`src/rtl/div_iter_pkg.sv`:
```
// Shared encodings for the iterative divider so hazard/debug logic can decode state.
package div_iter_pkg;

  typedef enum logic [1:0] {
    DIV_IDLE = 2'd0,
    DIV_BUSY = 2'd1,
    DIV_DONE = 2'd2
  } div_state_e;

  localparam int DIV_WIDTH  = 32;
  localparam int DIV_CYCLES = DIV_WIDTH + 1;

endpackage

```
`src/rtl/div_iter.sv`:
```
// Radix-2 restoring divider for DIV/DIVU in E; stalls the pipeline while iterating
// and returns {remainder, quotient} for one cycle in DONE.
module div_iter
  import div_iter_pkg::*;
#(
  parameter int WIDTH = 32
) (
  input  logic               clk,
  input  logic               resetn,
  input  logic               div_startE,
  input  logic               div_signedE,
  input  logic [WIDTH-1:0]   srcaE,
  input  logic [WIDTH-1:0]   srcbE,
  input  logic               div_cancel,
  output logic               divstall,
  output logic [2*WIDTH-1:0] div_result,
  output logic               div_result_valid
);

  localparam int CW = $clog2(WIDTH);
  localparam logic [CW-1:0]    LAST = CW'(WIDTH - 1);
  localparam logic [WIDTH-1:0] ONE  = WIDTH'(1);

  div_state_e           state_q, state_d;
  logic [CW-1:0]        cnt_q, cnt_d;
  logic [2*WIDTH-1:0]   rem_q, rem_d;
  logic [WIDTH-1:0]     b_q, b_d;
  logic                 qneg_q, qneg_d, rneg_q, rneg_d, dz_q, dz_d;

  logic [WIDTH-1:0]     a_mag, b_mag, quot, remd, q_out, r_out;
  logic [2*WIDTH-1:0]   sh;
  logic [WIDTH:0]       top, diff;

  assign a_mag = (div_signedE & srcaE[WIDTH-1]) ? (~srcaE + ONE) : srcaE;
  assign b_mag = (div_signedE & srcbE[WIDTH-1]) ? (~srcbE + ONE) : srcbE;

  // One restoring step: the bit shifted out of the upper half is kept as bit WIDTH
  // of the trial value so the subtract never loses magnitude.
  assign sh   = {rem_q[2*WIDTH-2:0], 1'b0};
  assign top  = {rem_q[2*WIDTH-1], sh[2*WIDTH-1:WIDTH]};
  assign diff = top - {1'b0, b_q};

  always_comb begin
    state_d = state_q;
    cnt_d   = cnt_q;
    rem_d   = rem_q;
    b_d     = b_q;
    qneg_d  = qneg_q;
    rneg_d  = rneg_q;
    dz_d    = dz_q;
    case (state_q)
      DIV_IDLE: if (div_startE & ~div_cancel) begin
        state_d = DIV_BUSY;
        cnt_d   = '0;
        rem_d   = {{WIDTH{1'b0}}, a_mag};
        b_d     = b_mag;
        qneg_d  = div_signedE & (srcaE[WIDTH-1] ^ srcbE[WIDTH-1]);
        rneg_d  = div_signedE & srcaE[WIDTH-1];
        dz_d    = (srcbE == '0);
      end
      DIV_BUSY: begin
        rem_d = {(diff[WIDTH] ? top[WIDTH-1:0] : diff[WIDTH-1:0]), sh[WIDTH-1:1], ~diff[WIDTH]};
        cnt_d = cnt_q + CW'(1);
        if (cnt_q == LAST) state_d = DIV_DONE;
      end
      DIV_DONE: state_d = DIV_IDLE;
      default:  state_d = DIV_IDLE;
    endcase
    if (div_cancel) state_d = DIV_IDLE;
  end

  always_ff @(posedge clk or negedge resetn) begin
    if (!resetn) begin
      state_q <= DIV_IDLE;
      cnt_q   <= '0;
      rem_q   <= '0;
      b_q     <= '0;
      qneg_q  <= 1'b0;
      rneg_q  <= 1'b0;
      dz_q    <= 1'b0;
    end else begin
      state_q <= state_d;
      cnt_q   <= cnt_d;
      rem_q   <= rem_d;
      b_q     <= b_d;
      qneg_q  <= qneg_d;
      rneg_q  <= rneg_d;
      dz_q    <= dz_d;
    end
  end

  assign quot = rem_q[WIDTH-1:0];
  assign remd = rem_q[2*WIDTH-1:WIDTH];

  // With a zero divisor every step succeeds, leaving |a| in the upper half; the
  // rneg fix-up then restores the raw dividend, so only the quotient needs forcing.
  assign q_out = dz_q ? '1 : (qneg_q ? (~quot + ONE) : quot);
  assign r_out = rneg_q ? (~remd + ONE) : remd;

  assign div_result_valid = (state_q == DIV_DONE) & ~div_cancel;
  assign div_result       = div_result_valid ? {r_out, q_out} : '0;
  assign divstall         = ~div_cancel &
                            (((state_q == DIV_IDLE) & div_startE) | (state_q == DIV_BUSY));

endmodule

```
`config.mk`:
```
export PLATFORM = sky130hd
export DESIGN_NAME = div_iter
export DESIGN_NICKNAME = d
export VERILOG_FILES = /design/src/rtl/div_iter_pkg.sv /design/src/rtl/div_iter.sv
export SDC_FILE = /design/constraint.sdc
export NUM_CORES = 1
export LEC_CHECK = 0
export BUFFER_PORTS_ARGS = -buffer_cell sky130_fd_sc_hd__buf_2
export CELL_PAD_IN_SITES_DETAIL_PLACEMENT = 0
export CELL_PAD_IN_SITES_GLOBAL_PLACEMENT = 1
export CORE_MARGIN = 2
export CORE_UTILIZATION = 35
export CTS_CLUSTER_DIAMETER = 40
export DETAILED_ROUTE_END_ITERATION = 10
export PLACE_DENSITY = 0.65
export SKIP_LAST_GASP = 1
export SYNTH_ARGS = -nofsm -noshare
export SYNTH_HDL_FRONTEND = slang
export SYNTH_SLANG_ARGS = --single-unit
export TNS_END_PERCENT = 10
```
`constraint.sdc`:
```
create_clock -name clk -period 8.22 [get_ports clk]
set_clock_uncertainty 0.05 [all_clocks]
set_input_delay 1.644 -clock clk [delete_from_list [all_inputs] [get_ports clk]]
set_output_delay 1.644 -clock clk [all_outputs]
set_load 0.1 [all_outputs]
```
==> impl_metrics.toml, run 1 <==
[logic_synthesis]
yosys.area_share.simple_pct = 19.1
syn_inst = 1168
ys.flop_type = "dfrtp_1"
syn-cell-area_um2 = 9240
synth_edf_count = 0
synthAdderAreaFrac_pct = 5.37
synth_top_family_by_area = "compound AO/OA/AOI/OAI gates"
async_flop_share_pct = 100
yosys_warnings = 0
synth.avg_cell_area_um2 = 7.91
syn_nets = 1276
yosys.area_share.xor_xnor_pct = 13.5
ys_ff_latch = 106
synth_seq_area_share_pct = 28.7
muxShareOfSynthArea_pct = 2.78
ys_types = 71
synth-compound-area-share_pct = 25.4

[sta]
fin_setup_tns_ns = 0
timing.final.crit_share_pct = 66.3
whs_ns = 0.429
fin_ws_ns = 2.77
hold_violations = 0
slew_headroom_pct = 23.5
rsz0062_at_grt = "no"
setup_violations = 0
period_minus_slack_ns = 5.45
fmax_mhz = 184
drv_slew = 0
worst_pin_slew_ns = 1.14

[finish]
final_common_cell = "o21ai_0"
antennaDiodeCount = 0
syn2layout_area_growth_pct = 12.9
final_layout_size_suffix_gt1_share_pct = 14.6
layout_common_cells = "o21ai_0, buf_2, nand2_1"
final_cell_area_um2 = 10400
nets = 1357

[placed_design]
postPlaceCellArea_um2 = 10100
gp_congestion = 0.836
numPortBuffers = 134
pre_cts_slack_ns = 2.97
dp_hpwl_um = 20800

[die]
initial_core_util_pct = 35.5
fp.dieW_um = 166
ios = 135
design.core.area_um2 = 26000
fp-row-count = 59
die_y_um = 166
die_area_um2 = 27700

[pwr]
clkPwrFrac_pct = 14.1
p_int_uw = 1720
pwr-share-seq_pct = 29.0
p_sw_share_pct = 47.1
total_power_uw = 3260
pwr-share-comb_pct = 56.9
vdd_ir_drop_max_uv = 111
powerDensity_nw_per_um2 = 313
p_leak_uw = 0.00461
p_sw_uw = 1540

[clock_tree]
hold_buffers = 0
cts_resized = 0
post_cts_buffers = 0
cts_tree = "yes"
cts.sinks = 106
clk_pin_slew_ns = 0.08
htreeDepth = 3
cts_max_path_buffers = 2
insertion_delay_ns = 0.36
cts_buffers = 9
root_buffer = "clkbuf_16"

[worst_setup_path]
crit_path_end_kind = "output pin"
slowest_stage = "or4b_2"
crit_path_cell_trace = "inv_1, ha_1, or4b_2, or2_2, or2_2, o31ai_4, and2_1, nand3_1, xnor2_1, a21oi_1, buf_2"
slowest_delay_ns = 0.60
cp-start-kind = "flip-flop"
worst-setup-path-type = "flip-flop to output pin"
cp.arrival_ns = 3.76
cp.required_ns = 6.53
r2r_cells = 12
cp_common_cell = "or2_2"
path_max_fanout = 4

[route]
drt-initial-drc-count = 536
via_per_inst = 5.37
dr.pass1.iters = 4
wire_per_inst_um = 17.1
ant_nets = 0
drc = 0
vias = 8531
routed_wl_um = 27200

[global_routing]
grt-ovfl-total = 0
grt_max_degree = 107
grt_pass1_wl_um = 44500
antenna_found_initial = 0
grt_pass1_vias = 8087
grt.total_usage_pct = 19.6

[hold_path]
hold_class = "flip-flop to flip-flop"
hold_depth = 2

[run_status]
outcome = "finished clean"

[run]
drv_cap = 0
## metal layers
metal / vias to the layer above / GRT usage, % / wire, um
met5: - / 0 / 0
met3: 13 / 2.16 / 980
met2: 154 / 28.3 / 11400
met4: 0 / 4.09 / 233
met1: 3980 / 31.1 / 14700
li1: 4384 / - / -
## worst paths after layout
kind | to | startpoint | slack [ns]
max reg2reg | rem_q[53]$_DFFE_PN0P_ | rem_q[31]$_DFFE_PN0P_ | 3.83
min in group asynchronous | rem_q[11]$_DFFE_PN0P_ | resetn | 1.27
min | b_q[14]$_DFFE_PN0P_ | b_q[14]$_DFFE_PN0P_ | 0.43
min reg2reg | b_q[14]$_DFFE_PN0P_ | b_q[14]$_DFFE_PN0P_ | 0.43
max in group asynchronous | rem_q[39]$_DFFE_PN0P_ | resetn | 5.66
max | div_result[30] | rem_q[0]$_DFFE_PN0P_ | 2.77
## metrics by stage
| stage | instances | utilization [%] |
|---|---|---|
| 2_1_floorplan | 1168 | - |
| 3_5_place_dp | 1573 | 39.0 |
| 4_1_cts | 1589 | 40.1 |
| 6_report | 1589 | 40.1 |
| 5_1_grt | 1589 | 40.1 |
| 3_3_place_gp | 1573 | 39.0 |
## worst max-delay path, delay by kind of cell, from the launching register on
kind | cells | cell delay [ns]
AOI/OAI and AO/OA | 2 | 0.44
adders and majority gates | 1 | 0.19
and+or+nand+nor | 5 | 1.64
buffers and inverters | 2 | 0.56
DFF | 1 | 0.41
xor gates and xnor gates | 1 | 0.15
## Yosys cell counts, types with 5 or more instances
master	number	area share (%)
nor3_1	17	0.92
and3_1	19	1.3
or3_1	12	0.81
a21oi_1	85	4.6
and2_1	7	0.47
or4_1	16	1.3
inv_1	49	2.0
clkbuf_1	60	2.4
dfrtp_1	106	29
nand2b_1	9	0.61
xnor2_1	52	4.9
o211ai_1	7	0.57
o21a_1	5	0.41
o31ai_1	28	2.3
mux2i_1	23	2.5
xor2_1	90	8.5
o41ai_1	23	2.2
a31oi_1	14	0.95
nand4_1	12	0.81
o21ai_0	136	7.4
a21o_1	11	0.89
nor2b_1	9	0.61
ha_1	38	5.1
buf_1	7	0.28
a22oi_1	23	1.9
nor4_1	7	0.47
nand3_1	38	2.1
nor2_1	79	3.2
nand2_1	115	4.7
## flip-flops by register name, indices dropped and copies added (netlist names)
register,cells
rem_q,64
b_q,32
cnt_q,5
state_q,2
dz_q,1
qneg_q,1
rneg_q,1
## power by group through the flow
stage	Clock [uW]	Sequential (uW)	Combinational, uW
3_5_place_dp	0	954	1850
3_3_place_gp	0	953	1850
6_report	459	947	1860
4_1_cts	467	944	1860
2_1_floorplan	0	842	1500
5_1_grt	492	981	2100
## cells by family after synthesis
| logic type | after synthesis |
|---|---|
| AND/OR/NAND/NOR | 361 |
| XOR/XNOR | 142 |
| adder cells (fa/ha/maj) | 39 |
| buffers and inverters | 121 |
| AO/OA/AOI/OAI | 374 |
| multiplexers | 25 |
| flip-flops | 106 |
## final cells by class
class                           count  area, um^2
Inverter                           49         184
Fill cell                        2755       15600
Clock inverter                      3        46.3
Tap cell                          335         419
Multi-Input combinational cell    941        6130
Sequential cell                   106        2650
Clock buffer                       13         260
Timing Repair Buffer              142         733
Power figures use the tool's default switching activity.
==> run 2: changes to the inputs <==
Clock period 8.22 ns to 5.6 ns, I/O delays scaled along.
==> impl_metrics.toml, run 2 (synthesized netlist as in run 1, its figures left out) <==
[finish]
final_layout_size_suffix_gt1_share_pct = 14.7
fillers = 2754
layout_common_cells = "o21ai_0, buf_2, nand2_1"
multi_input_area_um2 = 6130
reg.largest.list = "rem_q (64), b_q (32), cnt_q (5)"
largest_reg_flops = 64
nets = 1358
seq_area_um2 = 2650
syn2layout_area_growth_pct = 13.0
regMostFlops = "rem_q"
instances_no_fill = 1591
final_common_cell = "o21ai_0"

[pwr]
powerDensity_nw_per_um2 = 458
pwr-share-comb_pct = 56.7
p_sw_share_pct = 47.2
vdd_ir_drop_max_uv = 152
p_sw_uw = 2260
p_int_uw = 2530
pwr-share-seq_pct = 29.3
clkPwrFrac_pct = 14.0
p_leak_uw = 0.00461

[sta]
rsz0062_at_grt = "no"
fin_setup_tns_ns = 0
hold_violations = 0
timing.final.crit_share_pct = 87.6
fmax_mhz = 204
whs_ns = 0.430
period_minus_slack_ns = 4.90
drv_slew = 0
worst_pin_slew_ns = 1.05
slew_headroom_pct = 29.9
setup_violations = 0

[clock_tree]
clk_pin_slew_ns = 0.07
root_buffer = "clkbuf_16"
cts_resized = 0
insertion_delay_ns = 0.36
cts.sinks = 106
htreeDepth = 3
post_cts_buffers = 0
hold_buffers = 0
cts_buffers = 9
cts_tree = "yes"
cts_max_path_buffers = 2

[run_status]
outcome = "finished clean"

[worst_setup_path]
crit_path_start = "rem_q[0]$_DFFE_PN0P_"
worstReg2RegStart = "rem_q[31]$_DFFE_PN0P_"
cp-start-kind = "flip-flop"
slowest_stage = "or4b_2"
cp_num_buf_inv = 2
cp.required_ns = 4.43
crit_path_cell_trace = "inv_1, ha_1, or4b_2, or2_2, or2_2, o31ai_4, and2_1, nand3_1, xnor2_1, a21oi_1, buf_2"
cp_common_cell = "or2_2"
cp.arrival_ns = 3.73
path_max_fanout = 4
slowest_delay_ns = 0.61
path_delay_family = "simple AND/OR/NAND/NOR gates"
crit_path_end_kind = "output pin"
worst-setup-path-type = "flip-flop to output pin"

[global_routing]
grt_max_degree = 107
grt-ovfl-total = 0
grt_pass1_vias = 8205
grt_pass1_wl_um = 45200
met3_usage_pct = 1.97
grt_util_met1_pct = 31.9
grt_use_met2_pct = 28.6
antenna_found_initial = 1
top_usage_layer = "met1"
grt.total_usage_pct = 20.0

[route]
drt-initial-drc-count = 539
vias = 8654
via_per_inst = 5.44
wire_per_inst_um = 17.3
dr.pass1.iters = 5
drc = 0
ant_nets = 0
routed_wl_um = 27600

[die]
initial_core_util_pct = 35.5
die_area_um2 = 27700
ios = 135
fp-row-count = 59
design.core.area_um2 = 26000
die_y_um = 166
fp.dieW_um = 166

[hold_path]
hold_class = "flip-flop to flip-flop"
hp-start = "b_q[24]$_DFFE_PN0P_"

[placed_design]
place_inst = 1574
dp_hpwl_um = 21000
numPortBuffers = 134
gp_congestion = 0.863

[run]
drv_cap = 0
## run 2: cell types whose count changed in the layout (fill, tap and decap cells not counted), sizes merged
cell,before,now
inv,50,49
clkinv,0,1
diode,0,1
buf,142,143
clkbuf,13,12
clkinvlp,1,2
## run 2: through the flow
step                      worst slack, ns  util, %  area (um^2)  total power [uW]
after global placement               1.10     39.0        10100              4110
final                               0.696     40.2        10400              4780
after global routing                0.478     40.2        10400              5230
after detailed placement             1.07     39.0        10100              4110
after floorplan                     0.455        -         9240              3440
after CTS                           0.658     40.2        10400              4800
## run 2: layout make-up
type	instances	area share, %
Multi-Input combinational cell	941	58.8
Timing Repair Buffer	143	7.09
Clock buffer	12	2.46
Sequential cell	106	25.4
Inverter	49	1.76
Clock inverter	4	0.479
Antenna cell	1	0.0240
Tap cell	335	4.01
## run 2: final timing paths
path                       cells past startpoint                     to  slack [ns]
min in group asynchronous                      1  rem_q[11]$_DFFE_PN0P_        0.84
min reg2reg                                    2    b_q[24]$_DFFE_PN0P_        0.43
max                                           11         div_result[30]        0.70
min                                            2    b_q[24]$_DFFE_PN0P_        0.43
max reg2reg                                   12  rem_q[58]$_DFFE_PN0P_        1.44
max in group asynchronous                      2  rem_q[59]$_DFFE_PN0P_        3.55
## run 2: metal layers
metal	part of all wire, %	vias to the layer above
li1	-	4383
met5	0	-
met3	2.9	16
met2	42	146
met1	54	4109
met4	1.1	0
## run 2: power groups by stage
| stage | clock (uW) | sequential [uW] | combinational [uW] |
|---|---|---|---|
| detailed placement | 0 | 1410 | 2700 |
| global placement | 0 | 1400 | 2710 |
| floorplan | 0 | 1240 | 2200 |
| global route | 722 | 1450 | 3060 |
| finish | 669 | 1400 | 2710 |
| CTS | 689 | 1390 | 2720 |
## run 2: worst min-delay path: stages (launching register included)
cell     delay, ns
dfrtp_1       0.35
nand2_1       0.04
o21ai_0       0.05
==> run 3: changes to the inputs <==
Settings changed: CORE_MARGIN 2 to 1.5.
==> impl_metrics.toml, run 3 (synthesized netlist as in run 1, its figures left out) <==
[worst_setup_path]
cp.arrival_ns = 3.76
crit_path_cell_trace = "inv_1, ha_1, or4b_2, or2_2, or2_2, o31ai_4, and2_1, nand3_1, xnor2_1, a21oi_1, buf_2"
cp.required_ns = 4.43
path_max_fanout = 4
worst-setup-path-type = "flip-flop to output pin"
cp_common_cell = "or2_2"
slowest_delay_ns = 0.61
crit_path_end_kind = "output pin"
slowest_stage = "or4b_2"
cp-start-kind = "flip-flop"

[finish]
final_layout_size_suffix_gt1_share_pct = 14.8
reg.largest.list = "rem_q (64), b_q (32), cnt_q (5)"
final_common_cell = "o21ai_0"
regMostFlops = "rem_q"
syn2layout_area_growth_pct = 13.2
antennaDiodeCount = 0
utilization_pct = 40.2
layout_common_cells = "o21ai_0, buf_2, nand2_1"
nets = 1358
largest_reg_flops = 64

[route]
ant_nets = 0
drt-initial-drc-count = 561
routed_wl_um = 27600
via_per_inst = 5.44
wire_per_inst_um = 17.4
vias = 8643
dr.pass1.iters = 5
drc = 0

[global_routing]
grt_pass1_wl_um = 44000
grt_pass1_vias = 7967
grt_max_degree = 88
grt.total_usage_pct = 20.5
grt-ovfl-total = 0
antenna_found_initial = 0

[pwr]
p_leak_uw = 0.00463
powerDensity_nw_per_um2 = 461
vdd_ir_drop_max_uv = 165

[sta]
fmax_mhz = 203
fin_setup_tns_ns = 0
timing.final.crit_share_pct = 88.1
rsz0062_at_grt = "no"
worst_pin_slew_ns = 1.11
period_minus_slack_ns = 4.93
hold_violations = 0
setup_violations = 0
slew_headroom_pct = 25.9
drv_slew = 0

[clock_tree]
clk_pin_slew_ns = 0.08
post_cts_buffers = 0
insertion_delay_ns = 0.36
cts_buffers = 9
htreeDepth = 3
cts_max_path_buffers = 2
cts_tree = "yes"
root_buffer = "clkbuf_16"
hold_buffers = 0
cts.sinks = 106
cts_resized = 0

[die]
ios = 135
fp-row-count = 59
fp.dieW_um = 165
initial_core_util_pct = 35.5
die_area_um2 = 27400
design.core.area_um2 = 26000
die_y_um = 165

[placed_design]
gp_congestion = 0.860
numPortBuffers = 134
dp_hpwl_um = 21000

[run]
drv_cap = 0

[run_status]
outcome = "finished clean"

[hold_path]
hold_class = "flip-flop to flip-flop"
run 3: cell type report:
type | instances | area [um^2]
fill | 2763 | 15500
multi-input combinational | 941 | 6130
sequential | 106 | 2650
timing repair buffer | 143 | 741
tap | 335 | 419
clock buffer | 12 | 267
inverter | 49 | 184
clock inverter | 4 | 56.3
run 3: routing by layer:
metal / track usage (%) / part of all wire (%)
met1: 32.6 / 54
met2: 29.2 / 41
met3: 1.80 / 4.0
met4: 5.07 / 1.3
met5: 0 / 0
run 3: final timing paths:
kind / start / endpoint / slack [ns] / cells after the start
max: rem_q[0]$_DFFE_PN0P_ / div_result[30] / 0.67 / 11
max reg2reg: rem_q[31]$_DFFE_PN0P_ / rem_q[58]$_DFFE_PN0P_ / 1.42 / 12
min in group asynchronous: resetn / rem_q[10]$_DFFE_PN0P_ / 0.81 / 1
min: b_q[18]$_DFFE_PN0P_ / b_q[18]$_DFFE_PN0P_ / 0.43 / 2
max in group asynchronous: resetn / b_q[20]$_DFFE_PN0P_ / 3.57 / 2
min reg2reg: b_q[18]$_DFFE_PN0P_ / b_q[18]$_DFFE_PN0P_ / 0.43 / 2
run 3: power breakdown:
part / leakage [uW] / switching (uW) / internal (uW)
registers: 0.00134 / 399 / 997
clock network: 0.000160 / 310 / 388
logic: 0.00313 / 1570 / 1150
total: 0.00463 / 2280 / 2540
run 3: stage by stage:
step / instance area, um^2 / hold WS, ns / worst slack, ns / total power, uW / cells
after floorplan: 9240 / 0.399 / 0.455 / 3440 / 1168
after global placement: 10100 / 0.410 / 1.14 / 4120 / 1574
after detailed placement: 10100 / 0.420 / 1.05 / 4120 / 1574
after CTS: 10500 / 0.436 / 0.646 / 4830 / 1590
after global routing: 10500 / 0.466 / 0.479 / 5260 / 1590
final: 10500 / 0.430 / 0.667 / 4820 / 1590
run 3: worst max-delay path, delay by kind of cell, from the launching register on:
family	cells	cell delay (ns)
AO/OA/AOI/OAI	2	0.46
flip-flops	1	0.41
buffers and inverters	2	0.54
AND/OR/NAND/NOR	5	1.64
adder cells (fa/ha/maj)	1	0.20
XOR/XNOR	1	0.15
